<file path="src/rtl/pipe_ctrl_pkg.sv">
`default_nettype none
// ============================================================================
// Module      : pipe_ctrl_pkg
// Description : Shared types and constants for the pipeline hazard controller.
// Revision    : 1.0 - initial release
// ============================================================================
package pipe_ctrl_pkg;

    typedef enum logic [0:0] {
        RUN      = 1'b0,
        MEM_WAIT = 1'b1
    } state_t;

    localparam int          c_reg_addr_w = 5;
    // Instruction word injected by IF/ID flush consumers (addi x0, x0, 0)
    localparam logic [31:0] c_nop        = 32'h0000_0013;

endpackage
`default_nettype wire

</file>
<file path="src/rtl/pipe_hazard_ctrl_load_use_detect.sv">
`default_nettype none
// ============================================================================
// Module      : load_use_detect
// Description : Combinational load-use comparator (ID sources vs EX load rd).
// Revision    : 1.0 - initial release
// ============================================================================
module load_use_detect #(
    parameter int REG_ADDR_W = 5
) (
    input  logic [REG_ADDR_W-1:0] id_rs1,
    input  logic [REG_ADDR_W-1:0] id_rs2,
    input  logic                  id_use_rs1,
    input  logic                  id_use_rs2,
    input  logic [REG_ADDR_W-1:0] ex_rd,
    input  logic                  ex_mem_read,
    output logic                  load_use
);

    logic w_rs1_hit;
    logic w_rs2_hit;

    assign w_rs1_hit = id_use_rs1 && (id_rs1 == ex_rd);
    assign w_rs2_hit = id_use_rs2 && (id_rs2 == ex_rd);
    // x0 is hardwired zero, so a load targeting it never creates a hazard
    assign load_use  = ex_mem_read && (ex_rd != '0) && (w_rs1_hit || w_rs2_hit);

endmodule
`default_nettype wire

</file>
<file path="src/rtl/pipe_hazard_ctrl.sv">
`default_nettype none
// ============================================================================
// Module      : pipe_hazard_ctrl
// Description : 5-stage pipeline sequencer: memory-wait stall, EX redirect
//               flush and load-use interlock. Optional perf counters are
//               enabled with PIPE_HAZARD_PERF_EN.
// Revision    : 1.0 - initial release
// ============================================================================
module pipe_hazard_ctrl
    import pipe_ctrl_pkg::*;
#(
    parameter int REG_ADDR_W  = c_reg_addr_w,
    parameter int MEM_TIMEOUT = 16
`ifdef PIPE_HAZARD_PERF_EN
   ,parameter int CNT_W       = 32
`endif
) (
    input  logic                  clk,
    input  logic                  rst,
    input  logic [REG_ADDR_W-1:0] id_rs1,
    input  logic [REG_ADDR_W-1:0] id_rs2,
    input  logic                  id_use_rs1,
    input  logic                  id_use_rs2,
    input  logic [REG_ADDR_W-1:0] ex_rd,
    input  logic                  ex_mem_read,
    input  logic                  ex_redirect,
    input  logic                  mem_req,
    input  logic                  mem_ready,
    output logic                  pc_we,
    output logic                  pc_sel_target,
    output logic                  ifid_we,
    output logic                  ifid_flush,
    output logic                  idex_we,
    output logic                  idex_flush,
    output logic                  exmem_we,
    output logic                  memwb_bubble,
    output logic                  mem_timeout
`ifdef PIPE_HAZARD_PERF_EN
   ,output logic [CNT_W-1:0]      stall_cycles,
    output logic [CNT_W-1:0]      flush_count,
    output logic [CNT_W-1:0]      timeout_count
`endif
);

    localparam int              c_cw       = $clog2(MEM_TIMEOUT);
    localparam logic [c_cw-1:0] c_wait_max = c_cw'(MEM_TIMEOUT - 1);

    state_t          r_state;
    logic [c_cw-1:0] r_wait_cnt;
    logic            w_load_use;
    logic            w_force;
    logic            w_mem_stall;
    logic            w_timeout;

    load_use_detect #(
        .REG_ADDR_W (REG_ADDR_W)
    ) u_load_use_detect (
        .id_rs1      (id_rs1),
        .id_rs2      (id_rs2),
        .id_use_rs1  (id_use_rs1),
        .id_use_rs2  (id_use_rs2),
        .ex_rd       (ex_rd),
        .ex_mem_read (ex_mem_read),
        .load_use    (w_load_use)
    );

    assign w_force     = (r_state == MEM_WAIT) && (r_wait_cnt == c_wait_max);
    assign w_mem_stall = mem_req && !mem_ready && !w_force;
    // Forced release only pulses when the access is genuinely still pending
    assign w_timeout   = w_force && mem_req && !mem_ready;

    always_comb begin
        pc_we         = 1'b1;
        pc_sel_target = 1'b0;
        ifid_we       = 1'b1;
        ifid_flush    = 1'b0;
        idex_we       = 1'b1;
        idex_flush    = 1'b0;
        exmem_we      = 1'b1;
        memwb_bubble  = 1'b0;
        mem_timeout   = 1'b0;
        if (rst) begin
            pc_we        = 1'b0;
            ifid_we      = 1'b0;
            idex_we      = 1'b0;
            exmem_we     = 1'b0;
            ifid_flush   = 1'b1;
            idex_flush   = 1'b1;
            memwb_bubble = 1'b1;
        end else if (w_mem_stall) begin
            pc_we        = 1'b0;
            ifid_we      = 1'b0;
            idex_we      = 1'b0;
            exmem_we     = 1'b0;
            memwb_bubble = 1'b1;
        end else begin
            mem_timeout = w_timeout;
            if (ex_redirect) begin
                pc_sel_target = 1'b1;
                ifid_flush    = 1'b1;
                idex_flush    = 1'b1;
            end else if (w_load_use) begin
                pc_we      = 1'b0;
                ifid_we    = 1'b0;
                idex_flush = 1'b1;
            end
        end
    end

    always_ff @(posedge clk or posedge rst) begin
        if (rst) begin
            r_state    <= RUN;
            r_wait_cnt <= '0;
        end else begin
            case (r_state)
                RUN: begin
                    if (w_mem_stall) begin
                        r_state    <= MEM_WAIT;
                        r_wait_cnt <= c_cw'(1);
                    end
                end
                MEM_WAIT: begin
                    // Ready, forced release and a dropped request all return to RUN
                    if (w_mem_stall) begin
                        r_wait_cnt <= r_wait_cnt + c_cw'(1);
                    end else begin
                        r_state    <= RUN;
                        r_wait_cnt <= '0;
                    end
                end
                default: begin
                    r_state    <= RUN;
                    r_wait_cnt <= '0;
                end
            endcase
        end
    end

`ifdef PIPE_HAZARD_PERF_EN
    localparam logic [CNT_W-1:0] c_cnt_max = '1;

    always_ff @(posedge clk or posedge rst) begin
        if (rst) begin
            stall_cycles  <= '0;
            flush_count   <= '0;
            timeout_count <= '0;
        end else begin
            if ((w_mem_stall || w_load_use) && stall_cycles != c_cnt_max)
                stall_cycles <= stall_cycles + CNT_W'(1);
            if (ex_redirect && !w_mem_stall && flush_count != c_cnt_max)
                flush_count <= flush_count + CNT_W'(1);
            if (w_timeout && timeout_count != c_cnt_max)
                timeout_count <= timeout_count + CNT_W'(1);
        end
    end
`endif

endmodule
`default_nettype wire

</file>
<file path="config.mk">
export PLATFORM = sky130hd
export DESIGN_NAME = pipe_hazard_ctrl
export DESIGN_NICKNAME = d
export VERILOG_FILES = /design/src/rtl/pipe_ctrl_pkg.sv /design/src/rtl/pipe_hazard_ctrl_load_use_detect.sv /design/src/rtl/pipe_hazard_ctrl.sv
export SDC_FILE = /design/constraint.sdc
export NUM_CORES = 1
export LEC_CHECK = 0
export ABC_AREA = 1
export CAP_MARGIN = 20
export CORE_MARGIN = 2
export CORE_UTILIZATION = 37
export DETAILED_ROUTE_END_ITERATION = 8
export GPL_TIMING_DRIVEN = 0
export PLACE_DENSITY = 0.79
export SYNTH_ARGS = -nofsm -noshare
export SYNTH_HDL_FRONTEND = slang
export SYNTH_SLANG_ARGS = --single-unit
</file>
<file path="constraint.sdc">
create_clock -name clk -period 2.1 [get_ports clk]
set_clock_uncertainty 0.15 [all_clocks]
set_input_delay 0.42 -clock clk [delete_from_list [all_inputs] [get_ports clk]]
set_output_delay 0.42 -clock clk [all_outputs]
set_load 0.005 [all_outputs]
</file>
# == Yosys cells after proc, flatten, opt, wreduce, memory -nomap -nowiden ==
# Index checks and enable logic that the tools add are counted.
# totals
reg_bits,5
inputBits,23
out_inout_bits,9
# op_classes
n_eq_ne,4
bitwise,1
n_reduce_logical,13
addsub,1
n_mux,21
# ops
operator,n
1-bit two-way mux,18
5-bit equality test,2
1-bit logical AND,9
4-bit two-way mux,2
4-bit one-hot mux with 2 select lines,1
5-bit nonzero test,1
4-bit by 1-bit adder with 4-bit output (second input constant),1
4-bit equality test (second input constant),1
1-bit logical NOT,2
2-bit inequality test (second input constant),1
1-bit logical OR,1
1-bit inverter,1

# == Longest topological paths before layout ==
# depth
depth_word,8
ltp_mapped,10
mapped_depth_nobuf,9

# == Modules after synthesis ==
# A second synthesis with hierarchy kept.
# unflattened
hier_cells,105
area_unflattened_um2,584.3
# modules_own_cells
mod,area_per_inst_um2,seq_area_each_um2,instances,cells_per_inst
pipe_hazard_ctrl,367.9,125.1,1,50
load_use_detect,216.5,0.0,1,55

# == Worst setup path before layout ==
# Ideal clock, no wire load.
# synth_timing
path_kind,register to output
start,register r_wait_cnt[0]
end,output pc_we
t_arrival_ps,1162
stages_incl_launch_ff,9
path_slack_ps,368
required_ps,1530
path_buffers,1
cell_sequence,dfrtp_1 -> ha_1 -> nand4_2 -> nand2_4 -> inv_4 -> nor2_8 -> nand2_1 -> inv_1 -> buf_4
# synth_between
elab_chain_len,6
# synth_rtl
item,line_no,rtl
"start, declared",pipe_hazard_ctrl.sv:49,logic [c_cw-1:0] r_wait_cnt;
"start signal, assigned",pipe_hazard_ctrl.sv:119,r_wait_cnt <= c_cw'(1);
"start signal, assigned",pipe_hazard_ctrl.sv:125,r_wait_cnt <= r_wait_cnt + c_cw'(1);
4-bit equality test,pipe_hazard_ctrl.sv:67,assign w_force = (r_state == MEM_WAIT) && (r_wait_cnt == c_wait_max);
1-bit logical AND,pipe_hazard_ctrl.sv:67,
1-bit logical NOT,pipe_hazard_ctrl.sv:68,assign w_mem_stall = mem_req && !mem_ready && !w_force;
1-bit logical AND,pipe_hazard_ctrl.sv:68,
via w_mem_stall,pipe_hazard_ctrl.sv:52,logic w_mem_stall;
1-bit two-way mux (2 in series),--,
"end, declared",pipe_hazard_ctrl.sv:29,"output logic pc_we,"
# The timed path passes the listed nets, and every way through them passes these cells.

# == Worst setup path in the final report ==
# layout_timing
start,register r_wait_cnt[1]
end,output pc_we
# layout_between
elab_chain_len,6
# layout_rtl
item,line_no,rtl
4-bit equality test,pipe_hazard_ctrl.sv:67,
1-bit logical AND,pipe_hazard_ctrl.sv:67,
1-bit logical NOT,pipe_hazard_ctrl.sv:68,
1-bit logical AND,pipe_hazard_ctrl.sv:68,
via w_mem_stall,pipe_hazard_ctrl.sv:52,
1-bit two-way mux,pipe_hazard_ctrl.sv:90,end else if (w_mem_stall) begin
1-bit two-way mux,pipe_hazard_ctrl.sv:82,if (rst) begin
# The timed path passes the listed nets, and every way through them passes these cells.

==> results.yml <==
logic_synthesis:
  synth_cell_types: 21
  synth_warnings: 0
  synth-seq-area-share: 0.224
  syn_inst: 96
  syn_area_um2: 559
  avgSynthCellArea_um2: 5.83
  synth-seq-cells: 5
  synthesis.nets: 120
global_route:
  antenna_found_initial: 0
  grt_pass1_vias: 719
  grt_max_degree: 6
  grt_pass1_wl_um: 2790
  track_usage: 0.208
  grt_overflow: 0
pwr:
  clkPwrFrac: 0.286
  ir_drop_mv: 0.345
  switching_share: 0.319
  p_int_mw: 0.264
  combPwrFrac: 0.427
  switchingPower_mw: 0.124
  power_density_nw_per_um2: 380
  p_seq_frac: 0.287
  p_leak_nw: 0.598
  power_mw: 0.388
clock_tree:
  clk_latency_ns: 0.25
  clock_path_buffers: 2
  ctsHtreeMaxLevel: 1
  cts_root_buf: "clkbuf_4"
  ctsHoldBuffers: 0
  cts_tree: "yes"
  cts.sinks: 5
  clkTransAtPathRegs_ns: 0.04
  cts-buffers-inserted: 3
floorplanning:
  dieArea_um2: 1840
  die_height_um: 42.9
  fp-row-count: 14
  die_w_um: 42.9
  initial_core_util: 0.385
  core_area_um2: 1450
  num_io_pins: 32
timing:
  hold_viol_final: 0
  drv_slew: 0
  fin_crit_sh: 1.01
  worst_pin_slew_ns: 0.317
  finalCriticalPeriod_ns: 2.11
  worst_slack_ns: -0.0145
  rsz0062_at_grt: "true"
  relSlewSlack: 0.788
  max_freq_mhz: 473
  setup-violations-final: 2
worst_setup_path:
  endpoint: "pc_we"
  worstPathMaxFanout: 3
  timing.critical_path.required_ns: 1.53
  r2r_end: "r_wait_cnt[3]$_DFFE_PP0P_"
  cp-end-kind: "output pin"
  r2r-start: "r_wait_cnt[1]$_DFFE_PP0P_"
  reg2regPathDepth: 7
  worstSetupPathType: "flip-flop to output pin"
  r2r_setup_slack_ns: 0.63
  crit_arrival_ns: 1.54
  cp-startpoint: "r_wait_cnt[1]$_DFFE_PP0P_"
  start_kind: "flip-flop"
job:
  cap_violations: 0
cells_and_area:
  nets: 171
  drive_above_1_share: 0.479
  antennaDiodeCount: 0
  syn_to_final_growth_pct: 82.3
detailed_routing:
  wl_per_cell_um: 11.1
  via_per_inst: 4.85
  drtIter0Drc: 23
  drtPass1Iterations: 4
  routed_wl_um: 1800
  vias: 786
  drc_errors: 0
  antenna_left: 0
placed_design:
  dpl_worst_slack_ns: -0.578
  place_hpwl_um: 1150
  io_buffers: 31
  gp_congestion: 0.921
status:
  violations: "setup timing"
  status: "finished, violations left"
worst_hold_path:
  hp-class: "flip-flop to flip-flop"
  holdCritStartpoint: "r_wait_cnt[1]$_DFFE_PP0P_"
per-stage QoR:
stage / cell area [um^2] / hold slack (ns) / instances / utilization / setup TNS [ns]
floorplan: 559 / 0.0485 / 96 / - / 0
global placement: 890 / 0.364 / 143 / 0.612 / -3.10
detailed placement: 890 / 0.378 / 143 / 0.612 / -3.16
CTS: 996 / 0.399 / 158 / 0.685 / -0.169
global route: 1020 / 0.494 / 162 / 0.701 / -0.388
finish: 1020 / 0.453 / 162 / 0.701 / -0.0250
power by group through the flow:
stage	Combinational [mW]	Sequential, mW	Clock, mW
2_1_floorplan	0.0589	0.109	0
3_5_place_dp	0.134	0.111	0
4_1_cts	0.139	0.110	0.114
3_3_place_gp	0.132	0.110	0
6_report	0.165	0.111	0.111
5_1_grt	0.182	0.112	0.125
state kept, by name, summed over array words and instances (netlist names):
register    count
r_state         1
r_wait_cnt      4
synth_stat cells:
library cell  instances  area, um^2
a21oi_1               1        5.00
buf_4                 2        15.0
dfrtp_1               5         125
ha_1                  1        12.5
inv_1                16        60.1
inv_2                 6        22.5
inv_4                 1        6.26
nand2_1              34         128
nand2_4               1        11.3
nand3_1               9        45.0
nand4_1               1        6.26
nand4_2               1        12.5
nor2_1                8        30.0
nor2_2                1        6.26
nor2_4                1        11.3
nor2_8                1        20.0
nor3_1                1        5.00
o21ai_0               3        15.0
o21ai_1               1        5.00
xnor2_1               1        8.76
xor2_1                1        8.76
layer usage:
layer	track usage	share of wire	vias to the layer above	routed length [um]
li1	-	-	390	-
met1	0.207	0.36	354	643
met2	0.342	0.55	33	996
met3	0.0681	0.058	9	104
met4	0.175	0.032	0	57
met5	0	0	-	0
worst max-delay path: stages, from the launching register on:
cell and delay (ns):
dfrtp_1 0.40, ha_4 0.17, nand4_4 0.11, nand2_4 0.12
inv_6 0.05, nor2_8 0.12, nand2_2 0.07, inv_2 0.08
buf_6 0.10, buf_6 0.08
logic make-up (layout without fill, tap and decap cells):
| kind of cell | count (synthesis) | in the layout | share of synthesized area |
|---|---|---|---|
| DFF | 5 | 5 | 0.224 |
| and+or+nand+nor | 58 | 58 | 0.492 |
| buffers and inverters | 25 | 75 | 0.186 |
| adders and majority gates | 1 | 1 | 0.0224 |
| xor gates and xnor gates | 2 | 2 | 0.0313 |
| AOI/OAI and AO/OA | 5 | 5 | 0.0447 |
layout by cell type (no fill, tap or decap), types with 3 or more instances in the layout:
master,instances
nand2_1,27
nor2_1,7
nand3_1,7
clkbuf_4,3
clkdlybuf4s50_1,3
buf_4,13
clkbuf_2,12
buf_6,10
inv_1,14
buf_2,6
inv_2,6
nand2_2,7
o21ai_0,3
dlygate4sd2_1,3
dfrtp_1,5
how the worst min path moves through the flow:
stage                                end  cells after the start
6_report       r_wait_cnt[1]$_DFFE_PP0P_                      2
3_3_place_gp   r_wait_cnt[0]$_DFFE_PP0P_                      1
2_1_floorplan          r_state$_DFF_PP0_                      1
3_5_place_dp   r_wait_cnt[0]$_DFFE_PP0P_                      1
4_1_cts        r_wait_cnt[0]$_DFFE_PP0P_                      1
5_1_grt        r_wait_cnt[1]$_DFFE_PP0P_                      2
repair_timing:
item                                   CTS  global route
pin swaps                               13            25
endpoints found under the hold margin    0             0
gates resized for setup                 63            58
setup buffers                           11             8
setup endpoints to repair                9             9
cell type report:
class	instances	area [um^2]
buffer	1	11.3
fill	124	434
tap	16	20.0
multi-input combinational	66	385
sequential	5	125
inverter	23	96.3
clock buffer	4	26.3
timing repair buffer	47	355
Power figures use the tool's default switching activity.
